[config.mk]
export PLATFORM = sky130hd
export DESIGN_NAME = nv_ram_rwsthp_20x32_fifo_ctl
export DESIGN_NICKNAME = d
export VERILOG_FILES = /design/src/rtl/nv_ram_rwsthp_20x32_fifo_ctl.sv
export SDC_FILE = /design/constraint.sdc
export NUM_CORES = 1
export LEC_CHECK = 0
export ABC_AREA = 0
export CAP_MARGIN = 15
export CORE_ASPECT_RATIO = 1.1
export CORE_MARGIN = 5
export CORE_UTILIZATION = 30
export CTS_CLUSTER_SIZE = 16
export DETAILED_ROUTE_END_ITERATION = 16
export GPL_ROUTABILITY_DRIVEN = 1
export GPL_TIMING_DRIVEN = 1
export PLACE_DENSITY = 0.95
export SYNTH_ARGS = -nofsm -noshare
export SYNTH_HDL_FRONTEND = slang
export SYNTH_SLANG_ARGS = --single-unit
export TNS_END_PERCENT = 10
[constraint.sdc]
create_clock -name clk -period 7.15 [get_ports clk]
set_clock_uncertainty 0.1 [all_clocks]
set_input_delay 0.715 -clock clk [delete_from_list [all_inputs] [get_ports clk]]
set_output_delay 0.715 -clock clk [all_outputs]
set_load 0.02 [all_outputs]
[src/rtl/nv_ram_rwsthp_20x32_fifo_ctl.sv]
// FIFO controller for the 20x32 rwsthp RAM: drives the RAM port side and
// exposes valid/ready push and pop interfaces, with a bypass fast path when empty.
module nv_ram_rwsthp_20x32_fifo_ctl (
    input  logic        clk,
    input  logic        rst,
    input  logic        wr_pvld,
    output logic        wr_prdy,
    input  logic [31:0] wr_pd,
    output logic        rd_pvld,
    input  logic        rd_prdy,
    output logic [31:0] rd_pd,
    output logic [4:0]  fifo_cnt,
    output logic [4:0]  ram_wa,
    output logic        ram_we,
    output logic [31:0] ram_di,
    output logic [4:0]  ram_ra,
    output logic        ram_re,
    output logic        ram_ore,
    output logic        ram_byp_sel,
    output logic [31:0] ram_dbyp,
    input  logic [31:0] ram_dout,
    input  logic [31:0] pwrbus_ram_pd,
    output logic [31:0] ram_pwrbus_ram_pd
);

    localparam int DEPTH = 20;
    localparam int WIDTH = 32;
    localparam int AW    = 5;

    localparam logic [AW-1:0] LAST_IDX = AW'(DEPTH - 1);
    localparam logic [AW-1:0] FULL_CNT = AW'(DEPTH);

    logic [AW-1:0]    wr_ptr;
    logic [AW-1:0]    rd_ptr;
    logic [AW-1:0]    unread_cnt;
    logic             s1_vld;
    logic             s2_vld;

    logic [AW-1:0]    ram_cnt;
    logic             wr_acc;
    logic             rd_acc;
    logic             out_free;
    logic             bypass;
    logic             ore_normal;
    logic             issue;
    logic             write_ram;

    // Occupancy of the RAM side: words waiting to be issued plus the one in ra_d.
    always_comb begin
        ram_cnt    = unread_cnt + {{(AW-1){1'b0}}, s1_vld};
        wr_prdy    = (ram_cnt != FULL_CNT);
        wr_acc     = wr_pvld & wr_prdy;
        rd_acc     = s2_vld & rd_prdy;
        out_free   = ~s2_vld | rd_prdy;
        bypass     = wr_acc & (ram_cnt == '0) & out_free;
        ore_normal = s1_vld & out_free;
        issue      = (unread_cnt != '0) & (~s1_vld | ore_normal);
        write_ram  = wr_acc & ~bypass;
    end

    always_comb begin
        ram_we            = ~rst & write_ram;
        ram_wa            = wr_ptr;
        ram_di            = wr_pd;
        ram_re            = ~rst & issue;
        ram_ra            = rd_ptr;
        ram_ore           = ~rst & (bypass | ore_normal);
        ram_byp_sel       = ~rst & bypass;
        ram_dbyp          = wr_pd;
        rd_pvld           = s2_vld;
        rd_pd             = ram_dout;
        fifo_cnt          = ram_cnt + {{(AW-1){1'b0}}, s2_vld};
        ram_pwrbus_ram_pd = pwrbus_ram_pd;
    end

    // A reissue in the same cycle as an output load keeps s1 occupied.
    always_ff @(posedge clk) begin
        if (rst) begin
            wr_ptr     <= '0;
            rd_ptr     <= '0;
            unread_cnt <= '0;
            s1_vld     <= 1'b0;
            s2_vld     <= 1'b0;
        end else begin
            if (write_ram) begin
                wr_ptr <= (wr_ptr == LAST_IDX) ? '0 : wr_ptr + AW'(1);
            end
            if (issue) begin
                rd_ptr <= (rd_ptr == LAST_IDX) ? '0 : rd_ptr + AW'(1);
            end
            unread_cnt <= unread_cnt + {{(AW-1){1'b0}}, write_ram}
                                     - {{(AW-1){1'b0}}, issue};
            if (issue) begin
                s1_vld <= 1'b1;
            end else if (ore_normal) begin
                s1_vld <= 1'b0;
            end
            if (bypass | ore_normal) begin
                s2_vld <= 1'b1;
            end else if (rd_acc) begin
                s2_vld <= 1'b0;
            end
        end
    end

    logic unused_width;
    assign unused_width = (WIDTH == 32);

endmodule

Word-level counts from Yosys, hierarchy flattened
Index checks and enable logic that the tools add are counted.
{"block": "totals", "output_inout_bits": 149, "elab_cells": 42, "register_bits": 17, "inputBits": 100}
{"block": "op_classes", "n_eq_ne": 3, "n_addsub": 6, "n_reduce_logical": 4, "mux": 6, "bitwise_logic": 18}
{"op": "5-bit by 1-bit adder with 5-bit output", "count": 3}
{"op": "1-bit AND", "count": 11}
{"op": "5-bit by 1-bit adder with 5-bit output (second input constant)", "count": 2}
{"op": "5-bit == test (second input constant)", "count": 2}
{"op": "5-bit 2-to-1 mux", "count": 2}
{"op": "5-bit logical NOT", "count": 1}
{"op": "5-bit != test (second input constant)", "count": 1}
{"op": "5-bit nonzero test", "count": 1}
{"op": "5-bit by 1-bit subtractor with 5-bit output", "count": 1}
{"op": "1-bit 2-to-1 mux", "count": 4}
{"op": "1-bit NOT", "count": 4}
{"op": "2-bit nonzero test", "count": 2}
{"op": "1-bit bitwise OR", "count": 3}

Logic depth before layout (Yosys ltp)
{"block": "logic_depth", "depth_word": 9, "ltp_mapped": 16, "mapped_depth_nobuf": 16}

Worst setup path before layout
Ideal clock, no wire load.
{"block": "synth_path", "kind": "register -> register", "start": "reg unread_cnt[0]", "end": "reg unread_cnt[4]", "arrival_time_ns": 2.907, "setup_ns": 0.132, "stages_incl_launch_ff": 16, "path_buffers": 0, "synth_period_minus_slack_ns": 3.139, "required_ns": 6.918, "setup_slack_ns": 4.011, "cell_sequence": "dfxtp_1 > ha_1 > ha_1 > or2_2 > or3_4 > o21ai_4 > ha_1 > inv_1 > ha_1 > inv_1 > fa_1 > inv_1 > a21oi_1 > nor2_1 > or3_1 > a21oi_1"}
{"block": "synth_between", "elab_chain_cells": 9, "word_cells_on_any_way": 12, "classes_between": "add/sub (3); eq/ne (1); bitwise (6); reduce/logical (2)"}
{"item": "from (decl)", "line": "35", "source": "logic [AW-1:0] unread_cnt;"}
{"item": "from (signal assigned)", "line": "91", "source": "unread_cnt <= unread_cnt + {{(AW-1){1'b0}}, write_ram}"}
{"item": "5-bit by 1-bit adder with 5-bit output", "line": "50", "source": "ram_cnt = unread_cnt + {{(AW-1){1'b0}}, s1_vld};"}
{"item": "5-bit != test", "line": "51", "source": "wr_prdy = (ram_cnt != FULL_CNT);"}
{"item": "1-bit AND", "line": "52", "source": "wr_acc = wr_pvld & wr_prdy;"}
{"item": "1-bit AND (2 in series)", "line": "55", "source": "bypass = wr_acc & (ram_cnt == '0) & out_free;"}
{"item": "1-bit NOT", "line": "58", "source": "write_ram = wr_acc & ~bypass;"}
{"item": "1-bit AND", "line": "58"}
{"item": "5-bit by 1-bit adder with 5-bit output", "line": "91"}
{"item": "5-bit by 1-bit subtractor with 5-bit output (*)", "line": "92", "source": "- {{(AW-1){1'b0}}, issue};"}
Mark *: on every way between the ends. The rest lies on a longest branch, timed or not.
A chain may end at the register's enable or synchronous reset.

Worst setup path after layout
{"block": "layout_path", "start": "reg unread_cnt[0]", "end": "out fifo_cnt[4]"}
{"block": "layout_between", "elab_chain_cells": 2}
{"item": "5-bit by 1-bit adder with 5-bit output", "line": "50"}
{"item": "5-bit by 1-bit adder with 5-bit output", "line": "72", "source": "fifo_cnt = ram_cnt + {{(AW-1){1'b0}}, s2_vld};"}
{"item": "to (decl)", "line": "12", "source": "output logic [4:0] fifo_cnt,"}
Every way passes these cells.

==> summary.txt <==
Logic synthesis
  • Largest family of logic cells by synthesized area: buffers and inverters
  • FFs w/ async S/R, synth: 0%
  • Area share of the largest cell type after synthesis: 42.5%
  • Adder-Cell Fraction of Synth Area: 8.63%
  • Area contributors post-synth: buf_4, dfxtp_1, ha_1
  • Synth Instances: 282
  • Sequential-to-total area share from yosys stat: 15.1%
  • Post-synth top area cell: buf_4
  • Mapped Avg Cell Area: 8.02 um2
  • Synth Area in Simple Gates: 15.2%
  • Synthesized flop and latch total: 17
  • Synth Flop Type: dfxtp_1
  • Post-Synth XOR/XNOR Area: 3.10%
  • Cell Area, Synth: 0.00226 mm2
  • Top cells by count, synth: buf_4, dfxtp_1, nor2_1
  • Yosys cell types: 52
  • Post-synth EDFFs: 0
  • Synthesized Nets: 397
  • YS warnings: 0
  • Post-synthesis mux area share: 2.05%
  • Most frequent cell after synthesis: buf_4
  • Post-synthesis compound-gate area fraction: 10.4%

Floorplanning
  • DIE WIDTH: 92.8 um
  • Die span in y: 101 um
  • Core Area: 0.00739 mm2
  • Io pins: 249
  • Die area: 0.00937 mm2
  • Row cnt: 33
  • Starting density of the core: 30.6%

Setup path
  • Most used cell, CP: ha_1
  • Max FO, Critical Path: 4
  • Crit path kind: flip-flop to primary output
  • Type of origin of the critical path: flip-flop
  • Slowest stage delay, CP: 0.67 ns
  • CP endpoint kind: primary output
  • Crit path required time: 6.34 ns
  • CP arrival: 2.80 ns
  • R2R Path Start: unread_cnt[0]
  • Critical path, cell by cell: ha_1, ha_1, ha_1, o21ai_0, mux2i_1, o32a_1, xnor2_1, clkdlybuf4s50_1
  • Crit. Startpoint: unread_cnt[0]
  • Slowest cell on crit path: clkdlybuf4s50_1

Timing
  • Slew Limit Headroom: 72.0%
  • Slew Viols, Final: 0
  • Hold Violations, Final: 0
  • Final setup vio count: 0
  • Fmax: 276 MHz
  • Crit share post-route: 50.6%
  • Unrepaired setup endpoints after global routing: no
  • Tightest Pin Transition: 0.420 ns
  • Total negative slack: 0 ns
  • Final hold slack: 0.426 ns
  • Final worst path period need: 3.62 ns

Placement
  • DP HPWL: 4140 um
  • Port Buffers: 24
  • Placer Congestion: 0.803

Job
  • Max_cap viols: 0

GRT
  • GRT overflow: 0
  • Largest net degree at the start of global routing: 24
  • First-pass GRT wire length: 7470 um
  • Initial antenna violation count: 0
  • Total GRT Usage: 10.4%
  • Number of global-route vias before repair: 1,321

Clock tree
  • CTS tree: yes
  • # Post-CTS Setup Buffers: 0
  • Worst-path clk slew: 0.07 ns
  • H-tree depth: 1
  • TritonCTS buffer count: 3
  • CTS Sinks: 17
  • Post-CTS Resized: 0
  • Clock Tree Buf Depth: 2
  • CTS Hold Bufs: 0
  • Skew-Pair Late Insertion Delay: 0.26 ns
  • Root Buffer: clkbuf_8

Run status
  • Outcome: completed

Power and ir drop
  • Power per Cell Area: 395 mW/mm2
  • Lkg Pwr: 0.672 nW
  • VDD IR max: 0.298 mV

Route
  • DRC viols: 0
  • Antenna Nets Post-Route: 0
  • Vias per Instance: 4.94
  • Drt wl/cell: 18.8 um
  • DRT Pass-1 Iters: 4
  • Wirelength, routed: 5000 um
  • DR vias: 1,313
  • Iteration-0 DRC Markers: 32

Cells and area
  • Diodes inserted: 0
  • Nets@finish: 295
  • Area Growth Syn to Fin: -25.7%
  • Fraction of layout cells with a size suffix above 1: 8.94%

Worst hold path
  • Worst hold path class: flip-flop to flip-flop
  • Hold Startpoint: ram_ra[1]
-- worst max-delay path: cells and delay by family (launching register included) --
kind	cells	cell delay [ns]
adder cells (fa/ha/maj)	3	0.80
flip-flops	1	0.34
buffers and inverters	1	0.67
AO/OA/AOI/OAI	2	0.35
XOR/XNOR	1	0.13
multiplexers	1	0.25
-- cell usage in the layout (no fill, tap or decap), types with 3 or more instances in the layout --
cell              n
xor2_1            4
clkbuf_8          3
inv_1            11
clkdlybuf4s50_1  24
ha_1             14
a21oi_1           9
nand2b_1          3
xnor2_1           4
nand2_1           9
dfxtp_1          17
nand3_1           3
nor2b_1           9
nor2_1           16
o21ai_0           6
-- through the flow --
stage          area, um2  total power, mW  utilization (%)  setup WS [ns]  cells
5_1_grt             1680            0.715             22.7           3.31    266
3_3_place_gp        1630            0.564             22.1           3.69    262
2_1_floorplan       2260            0.555                -           4.01    282
6_report            1680            0.664             22.7           3.53    266
3_5_place_dp        1630            0.582             22.1           3.54    262
4_1_cts             1680            0.664             22.7           3.50    266
-- routing by layer --
layer / track usage [%] / wire length [um] / vias up
li1: - / - / 589
met1: 8.92 / 1490 / 568
met2: 16.3 / 2250 / 102
met3: 7.02 / 934 / 54
met4: 8.91 / 331 / 0
met5: 0 / 0 / -
-- power by group --
part	internal, mW	switching (mW)	leakage [nW]	total, mW
combinational	0.199	0.226	0.507	0.425
clock	0.0388	0.0361	0.0255	0.0748
sequential	0.121	0.0425	0.140	0.163
total	0.359	0.304	0.672	0.664
-- path summary, 6_finish.rpt --
| kind | endpoint | slack (ns) | cells past startpoint |
|---|---|---|---|
| worst max-delay path | fifo_cnt[4] | 3.53 | 8 |
| worst min-delay path | ram_ra[1] | 0.43 | 2 |
| worst max register to register | unread_cnt[4] | 3.73 | 15 |
| worst min register to register | ram_ra[1] | 0.43 | 2 |
-- cell type report --
cell class,count,area [um2]
fillers,780,5710
multi-input cells,121,891
flip-flops and latches,17,340
repair buffers,25,248
well taps,87,109
inverters,12,45.0
clock buffers,3,41.3
clock inverters,1,5.00
-- registers in the layout, summed over array words and instances (netlist names) --
register	cells
ram_ra	5
s1_vld	1
rd_pvld	1
unread_cnt	5
ram_wa	5
-- cells by family (layout without fill, tap and decap cells) --
family | after synthesis | in the layout
flops | 17 | 17
simple gates | 61 | 61
buf+inv | 144 | 41
mux | 4 | 4
compound gates | 33 | 33
xor+xnor | 8 | 8
fa+ha+maj | 15 | 15
Note: power is estimated with default switching activity, not from simulation.
